[src/rtl/sipo_deser_pkg.sv]
// Shared definitions for the serial receive path: deserializer state
// encoding and the bit-order constants agreed with the serializer.
package sipo_deser_pkg;

    // Bit-order select values; serializer left shift == MSB first.
    localparam logic MSB_FIRST = 1'b0;
    localparam logic LSB_FIRST = 1'b1;

    // Deserializer frame state: IDLE holds no bits, SHIFT holds 1..WIDTH-1.
    typedef enum logic {
        IDLE  = 1'b0,
        SHIFT = 1'b1
    } state_t;

endpackage : sipo_deser_pkg

[src/rtl/sipo_out_reg.sv]
// Output holding register with valid/ready handshake and sticky overrun.
// A completed word is taken when the register is empty or being drained on
// the same edge; otherwise it is dropped and overrun is flagged.
module sipo_out_reg #(
    parameter int WIDTH = 8
) (
    input  logic             clk,
    input  logic             reset,
    input  logic             load,
    input  logic [WIDTH-1:0] din,
    input  logic             clr,
    input  logic             dout_ready,
    output logic [WIDTH-1:0] dout,
    output logic             dout_valid,
    output logic             overrun
);

    logic accept;

    // Room for a new word: empty, or the held word leaves on this edge.
    assign accept = !dout_valid || dout_ready;

    // Holding register, handshake flag and sticky overrun flag.
    always_ff @(posedge clk or negedge reset) begin
        // NOTE: sequential state uses <= so every register samples pre-edge values.
        if (!reset) begin
            dout       <= '0;
            dout_valid <= 1'b0;
            overrun    <= 1'b0;
        end else if (clr) begin
            // The last word value is kept for inspection; only flags clear.
            dout_valid <= 1'b0;
            overrun    <= 1'b0;
        end else if (load) begin
            if (accept) begin
                dout       <= din;
                dout_valid <= 1'b1;
            end else begin
                overrun    <= 1'b1;
            end
        end else if (dout_valid && dout_ready) begin
            dout_valid <= 1'b0;
        end
    end

endmodule : sipo_out_reg

[src/rtl/sipo_deser.sv]
// Serial-in/parallel-out deserializer. Collects WIDTH strobed bits in the
// selected order and hands each completed word to sipo_out_reg.
module sipo_deser
    import sipo_deser_pkg::*;
#(
    parameter int WIDTH = 8
) (
    input  logic             clk,
    input  logic             reset,
    input  logic             sin,
    input  logic             bit_en,
    input  logic             sel,
    input  logic             sync_clr,
    output logic [WIDTH-1:0] dout,
    output logic             dout_valid,
    input  logic             dout_ready,
    output logic             busy,
    output logic             overrun
);

    localparam int              CNTW     = $clog2(WIDTH);
    localparam logic [CNTW-1:0] CNT_LAST = CNTW'(WIDTH - 1);

    state_t           state;
    logic [WIDTH-1:0] sr;
    logic [WIDTH-1:0] sr_next;
    logic [CNTW-1:0]  cnt;
    logic             sel_lat;
    logic             order;
    logic             word_done;

    // The first bit of a word follows live sel; later bits follow the latch.
    assign order     = (state == IDLE) ? sel : sel_lat;
    assign word_done = bit_en && !sync_clr && (cnt == CNT_LAST);
    assign busy      = (state == SHIFT);

    // Shift candidate including the current serial bit.
    always_comb begin
        // NOTE: default first so no path leaves sr_next unassigned (no latch).
        sr_next = sr;
        if (order == LSB_FIRST) begin
            sr_next = {sin, sr[WIDTH-1:1]};
        end else begin
            sr_next = {sr[WIDTH-2:0], sin};
        end
    end

    // Frame FSM with bit counter, shift register and order latch.
    always_ff @(posedge clk or negedge reset) begin
        if (!reset) begin
            state   <= IDLE;
            sr      <= '0;
            cnt     <= '0;
            sel_lat <= MSB_FIRST;
        end else if (sync_clr) begin
            state <= IDLE;
            sr    <= '0;
            cnt   <= '0;
        end else if (bit_en) begin
            sr <= sr_next;
            if (state == IDLE) begin
                sel_lat <= sel;
            end
            if (cnt == CNT_LAST) begin
                cnt   <= '0;
                state <= IDLE;
            end else begin
                cnt   <= cnt + 1'b1;
                state <= SHIFT;
            end
        end
    end

    sipo_out_reg #(
        .WIDTH(WIDTH)
    ) u_out_reg (
        .clk       (clk),
        .reset     (reset),
        .load      (word_done),
        .din       (sr_next),
        .clr       (sync_clr),
        .dout_ready(dout_ready),
        .dout      (dout),
        .dout_valid(dout_valid),
        .overrun   (overrun)
    );

endmodule : sipo_deser

[config.mk]
export PLATFORM = sky130hd
export DESIGN_NAME = sipo_deser
export DESIGN_NICKNAME = d
export VERILOG_FILES = /design/src/rtl/sipo_deser_pkg.sv /design/src/rtl/sipo_out_reg.sv /design/src/rtl/sipo_deser.sv
export SDC_FILE = /design/constraint.sdc
export NUM_CORES = 1
export LEC_CHECK = 0
export ABC_AREA = 1
export BUFFER_PORTS_ARGS = -buffer_cell sky130_fd_sc_hd__buf_4
export CAP_MARGIN = 20
export CELL_PAD_IN_SITES_DETAIL_PLACEMENT = 1
export CELL_PAD_IN_SITES_GLOBAL_PLACEMENT = 1
export CORE_ASPECT_RATIO = 2
export CORE_UTILIZATION = 36
export DETAILED_ROUTE_END_ITERATION = 8
export GPL_TIMING_DRIVEN = 0
export PLACE_DENSITY_LB_ADDON = 0.1
export SLEW_MARGIN = 25
export SYNTH_ARGS = -nofsm -noshare
export SYNTH_HDL_FRONTEND = slang
export SYNTH_SLANG_ARGS = --single-unit
[constraint.sdc]
create_clock -name clk -period 1.1 [get_ports clk]
set_input_delay 0.055 -clock clk [delete_from_list [all_inputs] [get_ports clk]]
set_output_delay 0.055 -clock clk [all_outputs]
set_load 0.02 [all_outputs]
# --- Word-level counts from Yosys, hierarchy flattened ---
# Index checks and enable logic that the tools add are counted.
word_totals:
  reg_bits: 23
  latch_bits: 0
  ramBits: 0
  rom_bits: 0
  input_bits: 7
  word_cells: 42
  n_memories: 0
classes:
  addsub: 1
  mul: 0
  div: 0
  n_lt_le_gt_ge: 0
  n_eq_ne: 3
  shifts: 0
  mux: 17
  n_bitwise: 1
  n_reduce_logical: 13
op_table:
  columns: ["op", "count"]
  rows:
  - ["$mux W8", 3]
  - ["$mux W1", 11]
  - ["$mux W3", 3]
  - ["$reduce_and A2 Y1", 3]
  - ["$reduce_bool A2 Y1", 2]
  - ["$add A3 B1 Y3 const B", 1]
  - ["$eq A3 B3 Y1 const B", 1]
  - ["$logic_and A1 B1 Y1", 3]
  - ["$ne A3 B3 Y1 const B", 1]
  - ["$reduce_and A3 Y1", 1]
  - ["$reduce_bool A3 Y1", 1]
  - ["$logic_not A1 Y1", 2]
  - ["$ne A2 B2 Y1 const B", 1]
  - ["$logic_or A1 B1 Y1", 1]
  - ["$not A1 Y1", 1]

# --- Longest topological paths before layout ---
depth:
  depth_word: 5
  mapped_depth: 7
  ltp_nobuf: 7

# --- Modules after synthesis ---
# A second synthesis with hierarchy kept.
hier_totals:
  cells_unflattened: 140
  hier_area_um2: 1179.9
by_module_without_submodules:
  columns: ["mod", "instances", "cells_per_inst", "area_each_um2", "seq_area_each_um2"]
  rows:
  - ["sipo_deser", 1, 97, 760.7, 325.3]
  - ["sipo_out_reg", 1, 43, 419.2, 250.2]

# --- Least setup slack after synthesis ---
# OpenSTA, ideal clock, no wires.
synth_path:
  kind: "register to register"
  start: "reg cnt[0]"
  end: "reg u_out_reg.dout[0]"
  setup_time_ps: 117
  t_arrival_ps: 1095
  t_required_ps: 983
  path_slack_ps: -113
  path_stages_with_launch: 8
  path_buffers: 0
  path_cell_list: "dfrtp_1 ha_1 ha_1 nand3_2 nor2_8 inv_4 nand2_1 nand2_1"
synth_via:
  elab_chain_cells: 3
synth_rtl:
  columns: ["item", "line", "source"]
  rows:
  - ["start: declaration", "sipo_deser.sv:27", "logic [CNTW-1:0] cnt;"]
  - ["start signal: assignment", "sipo_deser.sv:68", "cnt <= cnt + 1'b1;"]
  - ["$eq A3 B3 Y1", "sipo_deser.sv:34", "assign word_done = bit_en && !sync_clr && (cnt == CNT_LAST);"]
  - ["$logic_and A1 B1 Y1", "sipo_deser.sv:34", null]
  - ["$reduce_and A3 Y1 (no line)", null, null]
  - ["end signal: assignment", "sipo_out_reg.sv:36", "dout <= din;"]
  - ["end: declaration", "sipo_out_reg.sv:13", "output logic [WIDTH-1:0] dout,"]
# No other way between the ends.
# A chain may end at the register's enable or synchronous reset.

# --- Worst setup path in the final report ---
layout_path:
  start: "reg cnt[0]"
  end: "reg u_out_reg.dout[4]"
# The elaborated chain is that of the path after synthesis.

==> flow_summary.ini <==
[power_and_ir_drop]
p_leak_nw = 0.802
irDropWorstVdd_mv = 0.823
power_density_nw_per_um2 = 1160

[critical_path]
crit_type = flip-flop to flip-flop
endpoint_kind = flip-flop
worstPathCellList = ha_2, ha_4, nand3_4, nor2_8, inv_6, nand2_1, nand2_1
crit_fanout = 8
worstPathArrival_ns = 1.46
crit_buf_inv = 1
crit_top_cell = nand2_1
cp_top_family = simple AND/OR/NAND/NOR gates
critPathMaxStageDelay_ns = 0.36
cp_slowest_cell = dfrtp_1
start_kind = flip-flop
worstPathRequired_ns = 1.26

[global_routing]
grt_overflow = 0
grt_max_degree = 24
grt_antenna_before_repair = 0
grt_use_total_pct = 17.4
grt_pass1_wl_mm = 4.47
grt_pass1_vias = 1027

[logic_synthesis]
synth_top_family_by_area = simple AND/OR/NAND/NOR gates
yosysSeqAreaShare_pct = 51.4
synth-edff-count = 0
syn-instance-count = 132
async_flop_share_pct = 100
syn_area_per_cell_um2 = 8.48
synthMuxAreaShare_pct = 0
post_synth_fa_ha_maj_area_fraction_pct = 2.23
synth_top_flop_cell = dfrtp_1
synth.distinct_cells = 19
syn_nets = 141
synth-seq-cells = 23
ys_warn_count = 0
netlist_area_um2 = 1120
synthSimpleGateAreaFrac_pct = 35.8
synth_compound_area_share_pct = 2.91
synth_xor_area_share_pct = 0

[final_layout]
fin_nets = 172
drive_gt1_share_pct = 31.5
finalNonFillerCells = 192
fin_area_um2 = 1490
area_growth_pct = 33.1
n_antenna_cell = 0
fin_util_pct = 50.6

[floorplanning]
rows = 28
io_pins = 18
core_um2 = 2940
die_x_um = 41.4
die_h_um = 80.9
die_area_um2 = 3350
start_util_pct = 38.1

[timing]
period_minus_slack_ns = 1.30
hold_ws_ns = 0.0806
worst_pin_slew_ns = 0.301
rsz0062_at_grt = yes
slew_violations = 0
maxSlewHeadroom_pct = 79.9
setup_viol = 10
fin_skew_ns = 0.00564
finalCritPeriodShare_pct = 118
setup_ws_ns = -0.199
fmax_mhz = 770
finalHoldViolations = 0
fin_tns_setup_ns = -1.90

[detailed_routing]
wl_mm = 2.70
drtIter0Drc = 7
wire_per_inst_um = 14.1
firstDrtPassIters = 4
vias = 977
drc_errors = 0
final_antenna_net_count = 0
vias_per_cell = 5.09

[placed_design]
post_dp_cell_area_um2 = 1310
dp.cells = 179
place.gp.congestion = 0.711
place_hpwl_mm = 1.94
portBuffers = 17

[clock_tree]
cts_tree = done
clk_path_buf_depth = 2
clk_latency_ns = 0.27
cts_made_buffers = 3
clkSinkCount = 23
cts_root_buffer = clkbuf_8
htreeDepth = 1
path_clk_slew_ns = 0.08

[job]
cap_violations = 0

[worst_hold_path]
hold_path_class = input port to flip-flop

[status]
status = finished with violations
violations = setup timing
-- synth_stat cells, types with 2 or more instances --
library cell	instances	share of area, %
dfrtp_1	23	51
ha_1	2	2.2
inv_1	14	4.7
inv_2	2	0.67
nand2_1	40	13
nand2_2	2	1.1
nand2_4	2	2.0
nand3_1	34	15
o21ai_0	3	1.3
-- area by class of cell --
class | count | area (um^2)
buffer | 2 | 16.3
fill | 355 | 1450
timing repair buffer | 24 | 198
tap | 30 | 37.5
sequential | 23 | 577
clock buffer | 3 | 41.3
multi-input combinational | 91 | 541
clock inverter | 1 | 5.00
inverter | 18 | 75.1
-- where the power goes --
| part | switching [mW] | internal (mW) |
|---|---|---|
| clock network | 0.281 | 0.254 |
| registers | 0.0293 | 0.880 |
| logic | 0.177 | 0.102 |
-- placed cells by master, fill, tap and decap left out --
cell,n
nor2_8,1
buf_2,1
nand2_4,3
a22o_1,1
nand2_1,36
clkinv_2,1
clkbuf_8,3
nand3_2,2
dfrtp_1,22
buf_12,1
inv_6,1
ha_2,1
dfrtp_2,1
clkinv_1,1
dlygate4sd3_1,2
nand3_4,1
buf_4,21
nor2_1,1
ha_4,1
inv_1,14
buf_6,1
nand3_1,32
o21ai_2,2
nand2_8,1
nand2_2,5
inv_2,1
nor2_4,2
o21ai_1,2
inv_4,1
-- per-layer routing --
layer | part of all wire, % | global-route usage [%]
met1 | 36 | 18.6
met2 | 59 | 32.7
met3 | 2.2 | 2.00
met4 | 3.5 | 8.71
met5 | 0 | 0
-- through the flow --
stage               power (mW)  setup slack [ns]
CTS                       1.71            -0.202
detailed placement        1.17            -0.239
floorplan                 1.07            -0.101
global placement          1.16            -0.218
finish                    1.72            -0.199
global route              1.80            -0.302
-- kinds of logic after synthesis --
logic type	Yosys count
buffers and inverters	20
and+or+nand+nor	82
AOI/OAI and AO/OA	5
DFF	23
adders and majority gates	2
-- path summary, 6_finish.rpt --
check	startpoint	end	slack, ns	cells past startpoint
worst max-delay path	cnt[0]	u_out_reg.dout[4]	-0.20	7
worst min-delay path	sync_clr	cnt[0]	0.08	4
worst max register to register	cnt[0]	u_out_reg.dout[4]	-0.20	7
worst min register to register	u_out_reg.dout[4]	u_out_reg.dout[4]	0.48	2
max in group asynchronous	reset	busy	0.64	2
min in group asynchronous	reset	u_out_reg.dout[1]	0.21	2
-- worst min-delay path, cell delays in order --
cell     delay (ns)
buf_4          0.09
nor2_1         0.06
nand2_1        0.06
o21ai_1        0.05
-- registers in the layout (all words and copies together) (netlist names) --
register and cells:
u_out_reg.overrun 1, busy 1, cnt 3, u_out_reg.dout 8, u_out_reg.dout_valid 1, sel_lat 1, sr 8
-- what timing repair did --
action / in CTS / in global routing
hold buffers: 1 / 1
pin swaps: 6 / 6
gates cloned: 1 / 1
endpoints found under the setup margin: 12 / 19
buffers inserted: 3 / 2
resized for setup: 2 / 14
hold endpoints to repair: 23 / 1
(Power assumes the default switching activity.)
